**src/rtl/reg_snapshot_if.sv**
```systemverilog
// Register-snapshot bus: scan request/status, register-file read port,
// PC input and the VGA-side display read port.
interface reg_snapshot_if;
  logic        start;
  logic [15:0] rdData;
  logic [15:0] pcData;
  logic [2:0]  dispSel;
  logic [5:0]  rdAddr;
  logic        busy;
  logic        done;
  logic [15:0] dispData;
  logic [7:0]  scanCount;

  // master: requester / register file / VGA side
  modport master (
    output start, rdData, pcData, dispSel,
    input  rdAddr, busy, done, dispData, scanCount
  );

  // slave: the snapshot block itself
  modport slave (
    input  start, rdData, pcData, dispSel,
    output rdAddr, busy, done, dispData, scanCount
  );
endinterface

```
**src/rtl/reg_snapshot.sv**
```systemverilog
// reg_snapshot: scans NREGS register-file entries into a shadow copy, one per
// cycle, then publishes the whole shadow to a display buffer in one edge so
// the VGA reader never sees a half-updated snapshot.
// Optional feature macro SNAP_PC_EN: adds a PCCAP state that captures pcData
// as shadow/display entry NREGS.
module reg_snapshot #(
  parameter int NREGS = 6
) (
  input logic           clk,
  input logic           rst,
  reg_snapshot_if.slave bus
);

`ifdef SNAP_PC_EN
  localparam int NENT = NREGS + 1;
  typedef enum logic [1:0] {IDLE, SCAN, PCCAP, COMMIT} state_t;
`else
  localparam int NENT = NREGS;
  typedef enum logic [1:0] {IDLE, SCAN, COMMIT} state_t;
`endif

  localparam logic [2:0] LAST = 3'(NREGS - 1);

  state_t      state, nextState;
  logic [2:0]  addr, addrNxt;
  logic        busyQ, busyNxt;
  logic        doneQ, doneNxt;
  logic [7:0]  count;
  logic [15:0] shadow [NENT];
  logic [15:0] disp   [NENT];

  // state register
  always_ff @(posedge clk) begin
    if (rst) state <= IDLE;
    else     state <= nextState;
  end

  // next-state logic; start only matters in IDLE, so requests during a scan
  // or the commit cycle are dropped rather than queued
  always_comb begin
    nextState = state;
    case (state)
      IDLE:   if (bus.start) nextState = SCAN;
`ifdef SNAP_PC_EN
      SCAN:   if (addr == LAST) nextState = PCCAP;
      PCCAP:  nextState = COMMIT;
`else
      SCAN:   if (addr == LAST) nextState = COMMIT;
`endif
      COMMIT: nextState = IDLE;
      default: nextState = IDLE;
    endcase
  end

  // output logic: next values of the registered outputs, derived from the
  // state being entered so busy/done line up with that state
  always_comb begin
    busyNxt = (nextState != IDLE);
    doneNxt = (nextState == COMMIT);
    addrNxt = 3'd0;
    if (state == SCAN && addr != LAST) addrNxt = addr + 3'd1;
  end

  // registered outputs
  always_ff @(posedge clk) begin
    if (rst) begin
      addr  <= 3'd0;
      busyQ <= 1'b0;
      doneQ <= 1'b0;
    end else begin
      addr  <= addrNxt;
      busyQ <= busyNxt;
      doneQ <= doneNxt;
    end
  end

  // shadow capture: one register entry per SCAN cycle, PC after the last one
  always_ff @(posedge clk) begin
    if (rst) begin
      for (int i = 0; i < NENT; i++) shadow[i] <= '0;
    end else begin
      for (int i = 0; i < NREGS; i++)
        if (state == SCAN && addr == 3'(i)) shadow[i] <= bus.rdData;
`ifdef SNAP_PC_EN
      if (state == PCCAP) shadow[NREGS] <= bus.pcData;
`endif
    end
  end

  // atomic publish of the whole shadow plus commit counter
  always_ff @(posedge clk) begin
    if (rst) begin
      for (int i = 0; i < NENT; i++) disp[i] <= '0;
      count <= 8'd0;
    end else if (state == COMMIT) begin
      for (int i = 0; i < NENT; i++) disp[i] <= shadow[i];
      count <= count + 8'd1;
    end
  end

  // display read port; selectors past the captured entries read as zero
  always_comb begin
    bus.dispData = 16'h0000;
    for (int i = 0; i < NENT; i++)
      if (bus.dispSel == 3'(i)) bus.dispData = disp[i];
  end

`ifndef SNAP_PC_EN
  // pcData has no consumer in this build
  logic unusedPc;
  assign unusedPc = ^bus.pcData;
`endif

  assign bus.rdAddr    = {3'b000, addr};
  assign bus.busy      = busyQ;
  assign bus.done      = doneQ;
  assign bus.scanCount = count;

endmodule

```
**src/flat_wrapper.sv**
```systemverilog
// flat-port wrapper written by rule: the top's interface ports become plain ports
module reg_snapshot_flat 
#(
  parameter int NREGS = 6
)
  (clk, rst, bus_start, bus_rdData, bus_pcData, bus_dispSel, bus_rdAddr, bus_busy, bus_done, bus_dispData, bus_scanCount);
  reg_snapshot_if bus_i ();
  input logic clk;
  input logic rst;
  input wire logic [$bits(bus_i.start)-1:0] bus_start;
  input wire logic [$bits(bus_i.rdData)-1:0] bus_rdData;
  input wire logic [$bits(bus_i.pcData)-1:0] bus_pcData;
  input wire logic [$bits(bus_i.dispSel)-1:0] bus_dispSel;
  output wire logic [$bits(bus_i.rdAddr)-1:0] bus_rdAddr;
  output wire logic [$bits(bus_i.busy)-1:0] bus_busy;
  output wire logic [$bits(bus_i.done)-1:0] bus_done;
  output wire logic [$bits(bus_i.dispData)-1:0] bus_dispData;
  output wire logic [$bits(bus_i.scanCount)-1:0] bus_scanCount;
  assign bus_i.start = bus_start;
  assign bus_i.rdData = bus_rdData;
  assign bus_i.pcData = bus_pcData;
  assign bus_i.dispSel = bus_dispSel;
  assign bus_rdAddr = bus_i.rdAddr;
  assign bus_busy = bus_i.busy;
  assign bus_done = bus_i.done;
  assign bus_dispData = bus_i.dispData;
  assign bus_scanCount = bus_i.scanCount;
  reg_snapshot #(.NREGS(NREGS)) u_core (.clk(clk), .rst(rst), .bus(bus_i));
endmodule
```
**config.mk**
```make
export PLATFORM = sky130hd
export DESIGN_NAME = reg_snapshot_flat
export DESIGN_NICKNAME = d
export VERILOG_FILES = /design/src/rtl/reg_snapshot_if.sv /design/src/rtl/reg_snapshot.sv /design/src/flat_wrapper.sv
export SDC_FILE = /design/constraint.sdc
export NUM_CORES = 1
export LEC_CHECK = 0
export CORE_UTILIZATION = 62
export CTS_CLUSTER_SIZE = 28
export DETAILED_ROUTE_END_ITERATION = 16
export PLACE_DENSITY = 0.84
export SYNTH_ARGS = -nofsm -noshare
export SYNTH_HDL_FRONTEND = slang
export SYNTH_SLANG_ARGS = --single-unit
```
**constraint.sdc**
```tcl
create_clock -name clk -period 9.4 [get_ports clk]
set_clock_uncertainty 0.15 [all_clocks]
set_input_delay 2.82 -clock clk [delete_from_list [all_inputs] [get_ports clk]]
set_output_delay 2.82 -clock clk [all_outputs]
set_load 0.005 [all_outputs]
```
# --- After elaboration in Yosys (flattened, before gate mapping) ---
# Memory sizes are Yosys's and may differ from the RTL's.
# Index checks and enable logic that the tools add are counted.
totals:
  reg_bits: 15
  mem_bits_rw: 192
  out_inout_bits: 32
  elab_cells: 92
  mem_count: 2
op_classes:
  addsub: 2
  eq_ne: 14
  mux: 44
  bitwise_logic: 13
  n_reduce_logical: 12
memory_table:
  columns: ["memory", "words", "word_bits", "read_ports", "rd_ports_with_merged_regs", "write_ports", "line_no", "rtl"]
  rows:
  - ["u_core.disp", 6, 16, 6, 0, 6, "reg_snapshot.sv:30", "logic [15:0] disp [NENT];"]
  - ["u_core.shadow", 6, 16, 6, 0, 6, "reg_snapshot.sv:29", "logic [15:0] shadow [NENT];"]
ops:
  columns: ["op", "n"]
  rows:
  - ["16-bit 2-to-1 mux", 18]
  - ["1-bit 2-to-1 mux", 23]
  - ["3-bit by 2-bit == test with 1-bit output (second input constant)", 4]
  - ["3-bit == test (second input constant)", 4]
  - ["1-bit OR", 12]
  - ["8-bit by 1-bit adder with 8-bit output (second input constant)", 1]
  - ["1-bit logical AND", 7]
  - ["3-bit by 1-bit == test with 1-bit output (second input constant)", 2]
  - ["3-bit logical NOT", 2]
  - ["2-bit == test (second input constant)", 2]
  - ["2-bit 2-to-1 mux", 2]
  - ["2-bit case mux with 2 select lines", 1]
  - ["3-bit by 1-bit adder with 3-bit output (second input constant)", 1]
  - ["3-bit inequality test (second input constant)", 1]
  - ["2-bit by 1-bit == test with 1-bit output (second input constant)", 1]
  - ["2-bit logical NOT", 1]
  - ["2-bit nonzero test", 1]
  - ["2-bit OR reduction", 1]
  - ["1-bit NOT", 1]

# --- Longest topological paths before layout ---
depth:
  depth_word: 7
  mapped_depth: 6
  depth_no_buf: 5

# --- Worst setup path before layout ---
# No wires, ideal clock.
synth_path:
  path_type: "input -> output"
  start: "in bus_dispSel[0]"
  end: "out bus_dispData[10]"
  t_arrival_ps: 3798
  required_ps: 6430
  setup_slack_ps: 2632
  cell_stages: 5
  path_buffers: 2
  cell_sequence: "buf_2 > buf_2 > mux2i_1 > nor2_1 > a221o_1"
synth_between:
  elab_chain_len: 7
synth_rtl:
  columns: ["element", "line_no", "rtl"]
  rows:
  - ["start, declared", "flat_wrapper.sv:13", "input wire logic [$bits(bus_i.dispSel)-1:0] bus_dispSel;"]
  - ["3-bit logical NOT", "reg_snapshot.sv:105", "if (bus.dispSel == 3'(i)) bus.dispData = disp[i];"]
  - ["16-bit 2-to-1 mux (5 in series)", "reg_snapshot.sv:105", null]
  - ["16-bit 2-to-1 mux (*)", "reg_snapshot.sv:105", null]
  - ["end, declared", "flat_wrapper.sv:17", "output wire logic [$bits(bus_i.dispData)-1:0] bus_dispData;"]
# Mark *: on every way between the ends. The rest lies on a longest branch, timed or not.

# --- Final worst setup path ---
layout_path:
  start: "in bus_dispSel[1]"
  end: "out bus_dispData[4]"
# Same word-level chain as after synthesis.

==> flow_summary.toml <==
[route]
antenna_left = 0
drc_errors = 0
avgRoutedWirePerCell_um = 19.9
vias = 4750
vias_per_cell = 5.74
first_iter_violations = 429
finalWirelength_um = 16400
drtPass1Iterations = 5

[place]
dp.cells = 792
gp_congestion = 0.731
dpl_cell_area_um2 = 9320
io_buffers = 50
place_ws_ns = 1.04
dp_hpwl_um = 9710

[global_route]
antenna_found_initial = 0
grt_max_degree = 97
grt_pass1_vias = 4696
grt_remaining_overflow = 0
grt.total_usage = 0.235
grt_pass1_wl_um = 24900

[worst_setup_path]
cp.required_ns = 6.43
critPathArrivalTime_ns = 5.44
start_kind = "input pin"
worst-setup-path-type = "in2out"
crit_path_end_kind = "output pin"
crit_fanout = 16

[cts]
cts_resized = 0
clkTransAtPathRegs_ns = 0.06
clk_latency_ns = 0.49
cts_tree = "built"
cts_root_buffer = "clkbuf_16"
numCtsBuffers = 20
cts.path.max_buffers = 3
cts_setup_buffers = 0
cts.htree.levels = 1
cts_sinks = 207
hold_buffers = 0

[timing]
tightest_slew_ns = 1.18
relSlewSlack = 0.211
worst_hold_slack_ns = 0.336
drv_slew = 0
hold_violations = 0
setup_viol = 0
finalWorstSetupSlack_ns = 0.995
rsz0062_at_grt = "no"
period_needed_ns = 8.41
tns_ns = 0
timing.fmax_mhz = 119
finalCritPeriodShare = 0.894

[die]
start_util = 0.648
die_h_um = 121
fp.dieW_um = 121
rows = 42
pin_count = 70
dieArea_um2 = 14500
core_area_um2 = 13500

[pwr]
finalPower_mw = 1.97
irDropWorstVdd_mv = 0.142
power_switching_mw = 0.391
clkPwrFrac = 0.415
seqPwrFrac = 0.534
combPwrFrac = 0.051
power.density_nw_per_um2 = 197
intPower_mw = 1.58
p_leak_nw = 3.80
p_sw_frac = 0.199

[final_layout]
final_cells = 827
antenna_cells = 0
area_growth_pct = 14.7
final_cell_area_um2 = 9990
fin_util = 0.743
finalNetCount = 682
drive_above_1_share = 0.0829
fillers = 774
multi_input_area_um2 = 2440
regArea_um2 = 6070

[logic_synthesis]
syn_avg_cell_area_um2 = 14.7
yosysUniqueCellTypes = 41
ys_ff_latch = 207
yosysSeqAreaShare = 0.696
synth_ff_type = "edfxtp_1"
syn_area_um2 = 8720
synth_edf_count = 192
synthArstFlopShare = 0
yosys_warnings = 0
syn_inst = 591

[status]
outcome = "complete, no violations"

[flow_run]
cap_viol_max_count = 0

[worst_hold_path]
hold_path_class = "reg2reg"
==> cell usage in the layout, fill, tap and decap left out, types with 3 or more instances in the layout <==
master,Yosys,layout
conb_1,1,3
o221ai_1,6,6
a2bb2oi_1,6,6
clkinv_2,0,7
o2bb2ai_1,10,10
inv_1,7,7
edfxtp_1,192,192
ha_1,6,6
a221o_1,10,10
nor2_1,16,16
clkdlybuf4s50_1,0,49
or4_1,4,4
nand2b_1,4,3
o31ai_1,4,4
o21bai_1,5,5
nand2_1,10,10
and2_1,194,194
a21oi_1,6,6
clkbuf_16,0,21
bufinv_16,0,3
dfxtp_1,15,15
buf_4,5,9
mux2i_1,33,33
nor3_4,5,5
==> area by class of cell <==
cell class / count / share of cell area
flip-flops and latches: 207 / 0.607
multi-input cells: 343 / 0.244
repair buffers: 59 / 0.0563
clock buffers: 24 / 0.0547
well taps: 176 / 0.0220
clock inverters: 11 / 0.0129
inverters: 7 / 0.00263
==> synth_stat cells (2+ instances only) <==
| cell type | count | area [um2] |
|---|---|---|
| and2_1 | 194 | 1210 |
| edfxtp_1 | 192 | 5770 |
| mux2i_1 | 33 | 330 |
| nor2_1 | 16 | 60.1 |
| dfxtp_1 | 15 | 300 |
| clkbuf_2 | 11 | 55.1 |
| a221o_1 | 10 | 100 |
| buf_2 | 10 | 50.1 |
| nand2_1 | 10 | 37.5 |
| o2bb2ai_1 | 10 | 87.6 |
| clkbuf_1 | 8 | 30.0 |
| inv_1 | 7 | 26.3 |
| a21oi_1 | 6 | 30.0 |
| a2bb2oi_1 | 6 | 52.6 |
| ha_1 | 6 | 75.1 |
| o221ai_1 | 6 | 52.6 |
| buf_4 | 5 | 37.5 |
| nor3_4 | 5 | 81.3 |
| o21bai_1 | 5 | 37.5 |
| nand2b_1 | 4 | 25.0 |
| o31ai_1 | 4 | 30.0 |
| or4_1 | 4 | 30.0 |
| and3b_1 | 2 | 17.5 |
| buf_6 | 2 | 22.5 |
| nand2b_2 | 2 | 17.5 |
| nor3_1 | 2 | 10.0 |
| xor2_1 | 2 | 17.5 |
==> path summary, 6_finish.rpt <==
path	startpoint	end	slack, ns	depth (start not counted)
min reg2reg	u_core.addr[0]	u_core.addr[0]	0.34	1
min	u_core.addr[0]	u_core.addr[0]	0.34	1
max	bus_dispSel[1]	bus_dispData[4]	0.99	4
max reg2reg	u_core.state[1]	u_core.disp[0][86]	7.06	3
==> state kept, by name, indices dropped and copies added, names as in the netlist <==
name	cells
u_core.addr	3
u_core.disp	96
u_core.shadow	96
u_core.bus.done	1
u_core.state	2
u_core.bus.busy	1
u_core.bus.scanCount	8
==> power by group through the flow <==
stage               logic, mW  registers [mW]  clock network, mW
floorplan              0.0552            1.07                  0
global placement       0.0978            1.07                  0
detailed placement      0.100            1.07                  0
CTS                     0.101            1.05              0.824
global route            0.107            1.05              0.858
finish                  0.101            1.05              0.816
==> routing by layer <==
layer	share of wire	vias up	track usage
met2	0.50	200	0.399
met4	0.023	0	0.0965
met3	0.074	32	0.0396
met1	0.40	2310	0.302
met5	0	-	0
li1	-	2208	-
==> logic make-up (layout without fill, tap and decap cells) <==
family,Yosys count,count (layout),synth area share
and+or+nand+nor,249,249,0.182
AOI/OAI and AO/OA,50,50,0.0472
buffers and inverters,43,101,0.0254
adders and majority gates,6,6,0.00861
other,1,3,0.000430
DFF,207,207,0.696
xor gates and xnor gates,2,2,0.00201
muxes,33,33,0.0379
==> critical path, stage by stage <==
cell and delay (ns):
clkdlybuf4s50_1 0.71, nand2b_1 0.74, o221ai_1 0.58, clkdlybuf4s50_1 0.58
(Power assumes the default switching activity.)
==> variant 1, RTL diff (same flow settings) <==
The option `SNAP_PC_EN` is turned on by a define.
--- a/src/rtl/reg_snapshot.sv
+++ b/src/rtl/reg_snapshot.sv
@@ -3,6 +3,8 @@
 // the VGA reader never sees a half-updated snapshot.
 // Optional feature macro SNAP_PC_EN: adds a PCCAP state that captures pcData
 // as shadow/display entry NREGS.
+`define SNAP_PC_EN
+
 module reg_snapshot #(
   parameter int NREGS = 6
 ) (
Behaviour: not the same (Yosys sat finds a counterexample within 10 cycles, from zero or initial values and one cycle with rst high).
==> variant 1 against the unedited design <==
Cell area increased by 15%; sequential cell count up 32; worst setup slack lost 0.086 ns; total power increased by 16%; die area rose by 14%; routed wire length rose by 25%; area after synthesis grew 15%; hold slack lost 0.0077 ns.
==> variant 1: results <==
[yosys]
synth_edf_count = 224
synth_common_cells = edfxtp_1, and2_1, nor2b_1, nor2_1, a22oi_1
ys_async_sr_fraction_pct = 0
ys_seq_area_share_pct = 70.3
yosysUniqueCellTypes = 46

[worst_setup_path]
crit_fanout = 18
crit_arrival_ns = 5.52
slowest_delay_ns = 1.01
r2r_end = u_core.disp[0][103]$_SDFFCE_PP0P_
crit_path_top_delay_cell = clkdlybuf4s50_1
reg2reg_slack_ns = 6.60

[power_and_ir_drop]
p_leak_uw = 0.00425
peakVddDrop_uv = 115

[placement]
dpl_cell_area_sq_um = 10700
hpwlAfterDp_mm = 12.7
gp_congestion = 0.861
port_buffers = 66

[drt]
drt_wl_total_mm = 20.6
vias_per_cell = 5.77

[layout]
drive_gt1_share_pct = 7.80
nets = 796

[clocking]
ctsHtreeMaxLevel = 1
numCtsBuffers = 25
cts_buffer_depth = 3

[sta]
maxSlewHeadroom_pct = 29.0
hold_ws_ns = 0.328

[grt]
grt_pass1_wl_mm = 31.1
grt_pass1_vias = 5632
grt_use_total_pct = 25.2

[outcome]
status = finished clean
variant 1: cell type report:
| type | count | area share [%] |
|---|---|---|
| Clock inverter | 10 | 0.818 |
| Timing Repair Buffer | 72 | 6.10 |
| Clock buffer | 34 | 5.75 |
| Multi-Input combinational cell | 409 | 23.6 |
| Inverter | 5 | 0.164 |
| Tap cell | 216 | 2.35 |
| Sequential cell | 239 | 61.2 |
variant 1: worst max-delay path by stage:
stage                         from                to  slack [ns]
floorplan           bus_dispSel[2]  bus_dispData[13]        2.68
global placement    bus_dispSel[2]  bus_dispData[10]        1.03
CTS                 bus_dispSel[2]   bus_dispData[0]        0.95
finish              bus_dispSel[2]   bus_dispData[9]        0.91
global route        bus_dispSel[0]   bus_dispData[9]        0.78
detailed placement  bus_dispSel[2]   bus_dispData[2]        0.95
variant 1: through the flow:
step	utilization (%)	instances	worst slack, ns
2_1_floorplan	-	695	2.68
3_3_place_gp	67.8	941	1.03
3_5_place_dp	67.8	941	0.952
4_1_cts	72.5	985	0.952
5_1_grt	72.5	985	0.777
6_report	72.5	985	0.909
variant 1: report_power, final:
group / switching (uW) / internal (uW) / total (uW)
sequential: 15.9 / 1210 / 1230
clock: 381 / 543 / 923
combinational: 74.6 / 54.7 / 129
total: 471 / 1810 / 2280
variant 1: cell families (layout without fill, tap and decap cells):
family                     Yosys count  in the layout  share of synthesized area, %
and+or+nand+nor                    308            308                          18.8
DFF                                239            239                          70.3
AOI/OAI and AO/OA                   65             65                          4.58
buffers and inverters               47            121                          2.71
muxes                               20             20                          2.20
xor gates and xnor gates             7              7                         0.614
adders and majority gates            6              6                         0.751
other                                1              3                        0.0375
variant 1: per-layer routing:
layer  GRT usage (%)  up-vias  part of all wire (%)
met4            9.20        0                   2.8
met1            35.2     2794                    43
met3            4.78       43                   7.1
li1                -     2586                     -
met2            40.0      262                    47
met5               0        -                     0
variant 1: worst max-delay path: cells and delay by family:
kind                   cells  cell delay (ns)
AND/OR/NAND/NOR            2             0.75
buffers and inverters      2             1.58
AO/OA/AOI/OAI              2             0.36
==> variant 2, RTL diff (same settings) <==
Without the edit above. Re-encode `state_t` (3 states) as one-hot, 3 bits wide.
--- a/src/rtl/reg_snapshot.sv
+++ b/src/rtl/reg_snapshot.sv
@@ -16,7 +16,7 @@
   typedef enum logic [1:0] {IDLE, SCAN, PCCAP, COMMIT} state_t;
 `else
   localparam int NENT = NREGS;
-  typedef enum logic [1:0] {IDLE, SCAN, COMMIT} state_t;
+  typedef enum logic [2:0] {IDLE = 3'b001, SCAN = 3'b010, COMMIT = 3'b100} state_t;
 `endif
 
   localparam logic [2:0] LAST = 3'(NREGS - 1);
Behaviour: no difference found for any inputs over 10 cycles, from zero or initial values and one cycle with rst high; not proved beyond that.
==> variant 2 against the unedited design <==
Area after synthesis decreased by 0.63%; global-route usage up 1.0 points; critical path depth grew 1; total power shrank 5.8%; critical path type unchanged; die area shrank 0.62%; routed wire length rose by 4.2%; fmax is 0.86% higher; clock power down 12%; synthesized cell count increased by 0.68%; sequential cell count rose by 1; cell area fell by 1.6%; worst setup slack improved by 0.072 ns.
==> variant 2: results <==
[yosys]
netlist_top_cells_area = edfxtp_1, and2_1, mux2i_1, dfxtp_1, a221o_1
ys_seq_area_share_pct = 70.3
yosysUniqueCellTypes = 45
synth_common_cells = and2_1, edfxtp_1, mux2i_1, clkbuf_1, nor2_1
ys_async_sr_fraction_pct = 0
netlist_instances = 595

[layout]
clkbuf_count = 28
multi_input_area_share_pct = 24.3
clk_share_pct = 5.88
inv_count = 6
buffers = 56
nFillCells = 829
num-multi-input-gates = 346
buf_share_pct = 5.49
drive_gt1_share_pct = 5.69
seq_share_pct = 61.9
fin_cells = 826
utilization_pct = 73.1
diodes = 0

[worst_setup_path]
crit_path_top_delay_cell = clkdlybuf4s50_1
r2r_end = u_core.disp[0][56]$_SDFFCE_PN0P_
reg2reg_slack_ns = 6.76
crit_arrival_ns = 5.36
setup.worst_path.end = bus_dispData[13]
slowest_delay_ns = 0.63
r2r_start = u_core.state[2]$_SDFF_PP0_
startpoint = bus_dispSel[2]
crit_fanout = 11

[placement]
dpl_cell_area_sq_um = 9260
gp_congestion = 0.748
hpwlAfterDp_mm = 9.91
pre_cts_ws_ns = 1.11

[clocking]
postCtsSetupRepairBufs = 0
clk_latency_ns = 0.48
numClockSinks = 208

[grt]
met2_usage_pct = 41.3
grt_pass1_wl_mm = 26.0
grt_use_total_pct = 24.5
use_met3_pct = 4.15
antenna_found_initial = 1
use_met1_pct = 31.4
grt_pass1_vias = 4935

[outcome]
status = finished clean

[sta]
maxSlewHeadroom_pct = 19.9
setup_slack_ns = 1.07

[power_and_ir_drop]
p_seq_share_pct = 56.5
peakVddDrop_uv = 130
p_comb_uw = 85.6
p_leak_uw = 0.00370

[drt]
wl_per_cell_um = 20.7
drt_pass1_iterations = 4
drt_iter0_drc = 448
vias = 4814
variant 2: changes by cell type after synthesis, moves of 3 or more:
| cell | before | now |
|---|---|---|
| and3_1 | 1 | 4 |
| nor3_4 | 5 | 0 |
| buf_2 | 10 | 4 |
| clkbuf_2 | 11 | 3 |
| nor2_1 | 16 | 20 |
| o21bai_1 | 5 | 1 |
| nor2b_1 | 0 | 4 |
| clkbuf_1 | 8 | 23 |
| nand2b_1 | 4 | 1 |
variant 2: how the worst min path moves through the flow:
stage	slack [ns]	depth (start not counted)	to	start
detailed placement	0.32	1	u_core.addr[0]$_SDFF_PP0_	u_core.addr[0]$_SDFF_PP0_
global route	0.36	1	u_core.addr[0]$_SDFF_PP0_	u_core.addr[0]$_SDFF_PP0_
floorplan	0.31	1	u_core.addr[0]$_SDFF_PP0_	u_core.addr[0]$_SDFF_PP0_
finish	0.33	2	u_core.bus.scanCount[7]$_SDFFE_PP0N_	u_core.bus.scanCount[7]$_SDFFE_PP0N_
global placement	0.32	1	u_core.addr[0]$_SDFF_PP0_	u_core.addr[0]$_SDFF_PP0_
CTS	0.34	2	u_core.bus.scanCount[7]$_SDFFE_PP0N_	u_core.bus.scanCount[7]$_SDFFE_PP0N_
variant 2: tightest hold or removal path, stage by stage (launching register included):
cell	delay, ns
dfxtp_1	0.31
o31ai_1	0.07
a21oi_1	0.06
variant 2: logic make-up after synthesis:
kind of cell / share of synthesized area, %
and+or+nand+nor: 17.7
DFF: 70.3
AOI/OAI and AO/OA: 4.75
buffers and inverters: 2.27
muxes: 3.94
adders and majority gates: 0.867
xor gates and xnor gates: 0.202
other: 0.0433
variant 2: routing by layer:
layer / part of all wire [%] / vias up
li1: - / 2217
met1: 41 / 2371
met2: 50 / 176
met3: 6.0 / 48
met4: 3.3 / 2
met5: 0.082 / -
